**src/rtl/encoder_quad_if.sv**
```systemverilog
// Quadrature encoder interface: synchronised, glitch-filtered A/B/Z inputs, x4/x2/x1 decoding,
// preload, illegal-transition flag and windowed velocity. Optional index logic: define ENC_INDEX_EN.
module encoder_quad_if #(
    parameter int CNT_W    = 64,
    parameter int FILT_LEN = 3,
    parameter int PER_W    = 16
) (
    input  logic                    clk,
    input  logic                    rst,
    input  logic                    phaseA,
    input  logic                    phaseB,
    input  logic                    phaseZ,
    input  logic [1:0]              mode,
    input  logic                    load,
    input  logic signed [CNT_W-1:0] load_val,
    input  logic [PER_W-1:0]        sample_period,
    input  logic                    err_clr,
    input  logic                    index_arm,
    output logic signed [CNT_W-1:0] pulse_count,
    output logic signed [CNT_W-1:0] pulse_diff,
    output logic                    vel_valid,
    output logic                    dir,
    output logic                    err_sticky,
    output logic                    index_seen,
    output logic signed [CNT_W-1:0] index_pos
);

    localparam int FCW = (FILT_LEN > 1) ? $clog2(FILT_LEN) : 1;

`ifdef ENC_INDEX_EN
    localparam int NCH = 3;
    logic [NCH-1:0] raw;
    assign raw = {phaseZ, phaseB, phaseA};
`else
    localparam int NCH = 2;
    logic [NCH-1:0] raw;
    logic           unused_index;
    assign raw          = {phaseB, phaseA};
    assign unused_index = phaseZ ^ index_arm;
`endif

    logic [NCH-1:0] sync1, sync2, filt;
    logic [FCW-1:0] fcnt [NCH];

    // Per channel: 2-flop synchroniser, then a level must differ for FILT_LEN cycles to be accepted.
    always_ff @(posedge clk or posedge rst) begin
        if (rst) begin
            sync1 <= '0;
            sync2 <= '0;
            filt  <= '0;
            for (int i = 0; i < NCH; i++) fcnt[i] <= '0;
        end else begin
            // NOTE: non-blocking assignments make sync1 -> sync2 a true two-stage pipeline.
            sync1 <= raw;
            sync2 <= sync1;
            for (int i = 0; i < NCH; i++) begin
                if (sync2[i] == filt[i]) begin
                    fcnt[i] <= '0;
                end else if (fcnt[i] == FCW'(FILT_LEN - 1)) begin
                    filt[i] <= sync2[i];
                    fcnt[i] <= '0;
                end else begin
                    fcnt[i] <= fcnt[i] + FCW'(1);
                end
            end
        end
    end

    logic [1:0] cur_ab, prev_ab, pos_diff;
    logic       a_chg, b_chg, step_up, step_dn, illegal, index_clr;
    logic signed [CNT_W-1:0] delta;

    assign cur_ab = {filt[0], filt[1]};

    // Position of {A,B} along the forward cycle 00 -> 10 -> 11 -> 01.
    function automatic logic [1:0] gray_pos(input logic [1:0] ab);
        case (ab)
            2'b00:   return 2'd0;
            2'b10:   return 2'd1;
            2'b11:   return 2'd2;
            default: return 2'd3;
        endcase
    endfunction

    always_comb begin
        // NOTE: every comb output gets a default first so no path leaves it unassigned (no latch).
        step_up  = 1'b0;
        step_dn  = 1'b0;
        illegal  = 1'b0;
        a_chg    = cur_ab[1] ^ prev_ab[1];
        b_chg    = cur_ab[0] ^ prev_ab[0];
        pos_diff = gray_pos(cur_ab) - gray_pos(prev_ab);
        if (a_chg && b_chg) begin
            illegal = 1'b1;
        end else begin
            case (mode)
                2'b01: if (a_chg) begin
                    step_up = cur_ab[1] ^ cur_ab[0];
                    step_dn = ~(cur_ab[1] ^ cur_ab[0]);
                end
                2'b10: if (a_chg && cur_ab[1]) begin
                    step_up = ~cur_ab[0];
                    step_dn = cur_ab[0];
                end
                default: if (a_chg || b_chg) begin
                    step_up = (pos_diff == 2'd1);
                    step_dn = (pos_diff != 2'd1);
                end
            endcase
        end
        delta = step_up ? CNT_W'(1) : (step_dn ? {CNT_W{1'b1}} : '0);
    end

    logic [PER_W-1:0]        timer;
    logic signed [CNT_W-1:0] acc;

    always_ff @(posedge clk or posedge rst) begin
        if (rst) begin
            prev_ab     <= '0;
            pulse_count <= '0;
            pulse_diff  <= '0;
            vel_valid   <= 1'b0;
            dir         <= 1'b0;
            err_sticky  <= 1'b0;
            timer       <= '0;
            acc         <= '0;
        end else begin
            prev_ab   <= cur_ab;
            vel_valid <= 1'b0;

            if (illegal)      err_sticky <= 1'b1;
            else if (err_clr) err_sticky <= 1'b0;

            if (step_up || step_dn) dir <= step_up;

            if (load)           pulse_count <= load_val;
            else if (index_clr) pulse_count <= '0;
            else                pulse_count <= pulse_count + delta;

            // The accumulator always sees the step, even when load or index overrides the count.
            if (sample_period == '0) begin
                timer <= '0;
                acc   <= acc + delta;
            end else if (timer >= sample_period - PER_W'(1)) begin
                pulse_diff <= acc + delta;
                acc        <= '0;
                timer      <= '0;
                vel_valid  <= 1'b1;
            end else begin
                timer <= timer + PER_W'(1);
                acc   <= acc + delta;
            end
        end
    end

`ifdef ENC_INDEX_EN
    logic z_prev, z_rise;
    assign z_rise    = filt[2] & ~z_prev;
    assign index_clr = z_rise & index_arm;

    always_ff @(posedge clk or posedge rst) begin
        if (rst) begin
            z_prev     <= 1'b0;
            index_seen <= 1'b0;
            index_pos  <= '0;
        end else begin
            z_prev <= filt[2];
            if (z_rise) index_seen <= 1'b1;
            if (index_clr) index_pos <= pulse_count;
        end
    end
`else
    assign index_clr  = 1'b0;
    assign index_seen = 1'b0;
    assign index_pos  = '0;
`endif

endmodule
```
**config.mk**
```make
export PLATFORM = sky130hd
export DESIGN_NAME = encoder_quad_if
export DESIGN_NICKNAME = d
export VERILOG_FILES = /design/src/rtl/encoder_quad_if.sv
export SDC_FILE = /design/constraint.sdc
export NUM_CORES = 1
export LEC_CHECK = 0
export ABC_AREA = 0
export CORE_MARGIN = 3
export CORE_UTILIZATION = 30
export CTS_CLUSTER_DIAMETER = 80
export DETAILED_ROUTE_END_ITERATION = 10
export GPL_ROUTABILITY_DRIVEN = 0
export PLACE_DENSITY = 0.57
export SLEW_MARGIN = 5
export SYNTH_ARGS = -nofsm -noshare
export SYNTH_HDL_FRONTEND = slang
export SYNTH_SLANG_ARGS = --single-unit
```
**constraint.sdc**
```tcl
create_clock -name clk -period 13.2 [get_ports clk]
set_input_delay 2.64 -clock clk [delete_from_list [all_inputs] [get_ports clk]]
set_output_delay 2.64 -clock clk [all_outputs]
set_load 0.02 [all_outputs]
```
==> flow_metrics.py, run 1 <==
metrics = {
    "global_route": {
        "top_usage_layer": "met2",
        "grt_pass1_vias": 14600,
        "grt.met3_usage_pct": 2.43,
        "grt_pass1_wl_um": 78300,
        "use_met1_pct": 22.7,
        "use_met2_pct": 25.2,
        "grt_start_max_net_pins": 96,
        "antenna_found_initial": 0,
        "grt_use_total_pct": 15.9,
        "overflow": 0,
    },
    "clock_tree": {
        "postCtsSetupBuffers": 0,
        "clk_pin_slew_worst_paths_ns": 0.06,
        "ctsRootBufferMaster": "clkbuf_16",
        "cts_tree": "yes",
        "cts_max_path_buffers": 3,
        "clkSinkCount": 223,
        "htreeDepth": 1,
        "numCtsBuffers": 31,
        "ctsResizeCount": 0,
        "hold_buffers": 0,
        "clock_latency_ns": 0.59,
    },
    "die": {
        "die_area_um2": 58900,
        "die_width_um": 243,
        "die_h_um": 243,
        "pin_count": 286,
        "start_util_pct": 30.4,
        "placement_rows": 86,
        "core_um2": 55300,
    },
    "critical_path": {
        "critPathLaunchType": "input pin",
        "cp_max_fo": 65,
        "arrival_ns": 8.75,
        "critPathLaunch": "mode[0]",
        "worstPathRequired_ns": 13.63,
        "crit_type": "in2reg",
        "endpoint_kind": "flip-flop",
        "r2r-start": "filt[0]$_DFFE_PP0P_",
    },
    "synth": {
        "synthesis.area_um2": 16800,
        "synth.largest_area_cell": "dfrtp_1",
        "yosys_most_used_dff": "dfrtp_1",
        "avgSynthCellArea_um2": 8.31,
        "synthTopCellsByArea": "dfrtp_1 (33%), ha_1 (11%), nand2_1 (5.7%), o21ai_0 (5.5%), a21oi_1 (4.9%)",
        "synthArstFlopShare_pct": 100,
        "syn_inst": 2024,
        "ys_ff_latch": 223,
        "synth_seq_area_share_pct": 33.2,
        "yosysTopAreaCellShare_pct": 33.2,
        "ys_warn_count": 0,
        "synth_cell_types": 81,
        "synth_edf_count": 0,
    },
    "sta": {
        "hold-worst-slack_ns": 0.356,
        "post-route-period-util_pct": 63.0,
        "grt_setup_unrepaired": "no",
        "worst_pin_slew_ns": 0.963,
        "max_freq_ghz": 0.120,
        "max_slew_margin_pct": 35.8,
        "setup_viol": 0,
        "drv_slew": 0,
        "tns_ns": 0,
        "skew_ns": 0.0134,
        "timing.final.crit_period_ns": 8.32,
        "hold_viol": 0,
    },
    "detailed_routing": {
        "vias": 15200,
        "routed_wl_um": 48400,
        "drt-initial-drc-count": 1043,
        "via_per_inst": 5.15,
        "dr.pass1.iters": 5,
        "wl_per_cell_um": 16.4,
        "drc": 0,
        "ant_nets": 0,
    },
    "layout": {
        "nets": 2436,
        "layout-drive-gt1-share_pct": 4.11,
        "area_delta_synth_final_pct": 21.5,
        "antennaDiodeCount": 0,
    },
    "hold_path": {
        "hold_start": "sync1[1]$_DFF_PP0_",
        "holdCritPathClass": "reg2reg",
    },
    "job": {
        "max_cap_viol_count": 0,
    },
    "placement": {
        "place_hpwl_um": 36800,
        "io_buffer_count": 218,
    },
    "outcome": {
        "run_status": "completed",
    },
}
## per-layer routing
layer,part of all wire [%],routed length (um)
met5,0,0
met3,5.4,2630
met4,2.0,948
met1,48,23400
met2,44,21500
## per-stage QoR
| stage | cell area [um^2] | std cells | worst slack (ns) | utilization [%] |
|---|---|---|---|---|
| after global routing | 20400 | 2961 | 4.67 | 36.9 |
| after CTS | 20400 | 2961 | 5.09 | 36.9 |
| after detailed placement | 19400 | 2907 | 4.52 | 35.0 |
| after global placement | 19400 | 2907 | 4.60 | 35.0 |
| after floorplan | 17100 | 2088 | 2.23 | - |
| final | 20400 | 2961 | 4.88 | 36.9 |
## state kept, by name, summed over array words and instances (netlist names)
| signal | count |
|---|---|
| sync2 | 2 |
| fcnt | 4 |
| pulse_diff | 64 |
| prev_ab | 2 |
| acc | 64 |
| dir | 1 |
| err_sticky | 1 |
| sync1 | 2 |
| pulse_count | 64 |
| vel_valid | 1 |
| filt | 2 |
| timer | 16 |
## placed cells by master (no fill, tap or decap), types with 65 or more instances in the layout
cell             instances
nand2_1                254
dfrtp_1                223
clkdlybuf4s50_1        217
o21ai_0                185
nor2_1                 174
a21oi_1                166
ha_1                   152
xnor2_1                 84
inv_1                   72
conb_1                  65
## cell families after synthesis
logic type / Yosys count / share of synthesized area, %
simple gates: 663 / 18.0
compound gates: 614 / 23.1
buf+inv: 228 / 6.78
flops: 223 / 33.2
fa+ha+maj: 154 / 11.5
xor+xnor: 134 / 6.98
mux: 7 / 0.454
other cells: 1 / 0.0223
## synthesized netlist by cell type, drive strengths merged (7+ instances only)
master,instances
nand2,254
dfrtp,223
o21ai,188
nor2,175
a21oi,167
ha,152
buf,86
xnor2,84
inv,74
clkbuf,68
a21o,52
xor2,50
nand3,47
nor3,45
nand4,42
o21bai,37
a211oi,24
and3,19
a31oi,17
o31ai,17
o21a,15
and2,12
a221oi,11
nor4,11
o211ai,10
or3,10
a21boi,9
nor3b,9
a221o,8
nand2b,8
a211o,7
nor2b,7
or2,7
## cell type report
cell class                 instances  area, um^2
multi-input combinational       1637       10300
inverter                          74         288
fill                            5692       34900
clock buffer                      42         887
sequential                       223        5580
clock inverter                    12         159
timing repair buffer             225        2230
tap                              748         936
## path summary, 6_finish.rpt
path	slack [ns]	cells after the start	to
max in group asynchronous	8.29	4	pulse_diff[37]$_DFFE_PP0P_
min in group asynchronous	2.51	2	prev_ab[1]$_DFF_PP0_
min reg2reg	0.36	0	sync2[1]$_DFF_PP0_
min	0.36	0	sync2[1]$_DFF_PP0_
max	4.88	17	acc[62]$_DFF_PP0_
max reg2reg	6.49	18	acc[62]$_DFF_PP0_
## critical path: stages
cell and delay [ns]:
clkdlybuf4s50_1 0.49, inv_1 0.05, ha_1 0.35, a31oi_1 0.07, a221o_1 0.43, nor2_4 0.11, buf_4 0.66, buf_4 0.75
ha_1 0.43, a21oi_1 0.33, a311oi_1 0.18, o21ai_0 0.51, a21oi_1 0.23, o211ai_1 0.25, nor4bb_1 0.77, o21bai_1 0.15
nor3b_1 0.17
Power of run 1 is left out: the tool's default activity adds up to more than one toggle a clock period on the data nets, which glitch-free logic cannot reach.
==> inputs of run 2 (changes only) <==
Clock period 13.2 ns to 7.8 ns, I/O delays scaled along.
==> flow_metrics.py, run 2 (same netlist as run 1, synthesis figures left out) <==
metrics = {
    "layout": {
        "largestRegisters": "acc x64, pulse_count x64, pulse_diff x64",
        "antennaDiodeCount": 0,
        "final_common_cell": "nand2_1",
        "area_delta_synth_final_pct": 21.5,
        "nets": 2435,
        "fin_util_pct": 36.9,
        "layout-drive-gt1-share_pct": 4.20,
        "fin_area_um2": 20400,
        "layout_common_cells": "nand2_1 (254), dfrtp_1 (223), clkdlybuf4s50_1 (217)",
    },
    "critical_path": {
        "cp_max_fo": 58,
        "critPathLaunchType": "input pin",
        "worstPathRequired_ns": 8.28,
        "arrival_ns": 6.64,
        "reg2reg_depth": 18,
        "endpoint_kind": "flip-flop",
        "r2r-start": "filt[0]$_DFFE_PP0P_",
        "crit_type": "in2reg",
        "r2r_slack_ns": 1.89,
        "reg2reg_to": "pulse_count[57]$_DFF_PP0_",
    },
    "global_route": {
        "grt_use_total_pct": 15.8,
        "grt_start_max_net_pins": 160,
        "grt_pass1_wl_um": 77600,
        "grt_pass1_vias": 14400,
        "overflow": 0,
        "antenna_found_initial": 0,
    },
    "hold_path": {
        "hold_start": "sync1[1]$_DFF_PP0_",
        "worstHoldEndpoint": "sync2[1]$_DFF_PP0_",
        "worstHoldPathCells": 0,
        "holdCritPathClass": "reg2reg",
    },
    "detailed_routing": {
        "routed_wl_um": 48700,
        "drc": 0,
        "ant_nets": 0,
        "via_per_inst": 5.17,
        "drt-initial-drc-count": 1184,
        "wl_per_cell_um": 16.4,
        "vias": 15300,
        "dr.pass1.iters": 5,
    },
    "die": {
        "die_width_um": 243,
        "start_util_pct": 30.4,
        "pin_count": 286,
        "die_area_um2": 58900,
        "core_um2": 55300,
        "placement_rows": 86,
        "die_h_um": 243,
    },
    "placement": {
        "place_hpwl_um": 36700,
        "io_buffer_count": 218,
        "place_area_um2": 19400,
    },
    "clock_tree": {
        "htreeDepth": 1,
        "postCtsSetupBuffers": 0,
        "cts_tree": "yes",
        "clk_pin_slew_worst_paths_ns": 0.06,
        "clock_latency_ns": 0.58,
        "hold_buffers": 0,
        "clkSinkCount": 223,
        "ctsRootBufferMaster": "clkbuf_16",
        "ctsResizeCount": 0,
        "numCtsBuffers": 29,
        "cts_max_path_buffers": 3,
    },
    "sta": {
        "grt_setup_unrepaired": "no",
        "drv_slew": 0,
        "worst_pin_slew_ns": 1.07,
        "post-route-period-util_pct": 78.9,
        "timing.final.crit_period_ns": 6.16,
        "max_slew_margin_pct": 28.8,
        "max_freq_ghz": 0.162,
        "tns_ns": 0,
        "skew_ns": 0.0168,
        "setup_viol": 0,
        "hold_viol": 0,
    },
    "outcome": {
        "run_status": "completed",
    },
    "job": {
        "max_cap_viol_count": 0,
    },
}
## run 2: final cells by class
class	count	area (um^2)
clock buffer	37	816
clock inverter	16	188
fill	5737	34900
inverter	74	288
multi-input combinational	1637	10300
sequential	223	5580
tap	748	936
timing repair buffer	226	2280
## run 2: worst max-delay path by stage
stage / slack, ns / startpoint / end / depth (start not counted)
floorplan: 0.13 / rst / acc[0]$_DFF_PP0_ / 1
global placement: 1.24 / mode[0] / pulse_count[57]$_DFF_PP0_ / 17
detailed placement: 1.15 / mode[0] / pulse_count[57]$_DFF_PP0_ / 17
CTS: 1.78 / mode[0] / pulse_count[57]$_DFF_PP0_ / 17
global route: 1.33 / mode[0] / pulse_count[57]$_DFF_PP0_ / 17
finish: 1.64 / mode[0] / pulse_count[57]$_DFF_PP0_ / 17
## run 2: layer usage
metal	GRT usage, %	vias up	part of all wire (%)
met2	24.7	471	44
met4	4.52	0	2.6
met5	0	-	0
met3	2.76	70	6.2
met1	22.3	7280	47
li1	-	7495	-
## run 2: critical path, cell delays in order
cell             delay [ns]
clkdlybuf4s50_1        0.48
inv_1                  0.05
ha_1                   0.34
a31oi_1                0.06
a221o_1                0.41
nor2_4                 0.38
buf_12                 0.32
ha_1                   0.36
nand2_1                0.18
nor2_1                 0.24
nand3_1                0.15
o41ai_2                0.45
o2111ai_1              0.29
a2111oi_2              0.64
or2_1                  0.28
a2111oi_0              0.14
a221oi_1               0.22
## run 2: per-stage QoR
step	hold slack, ns	instances	worst slack [ns]
2_1_floorplan	0.331	2088	0.134
3_3_place_gp	0.335	2908	1.24
3_5_place_dp	0.346	2908	1.15
4_1_cts	0.360	2961	1.78
5_1_grt	0.365	2961	1.33
6_report	0.358	2961	1.64
Power of run 2 is left out for the same reason.
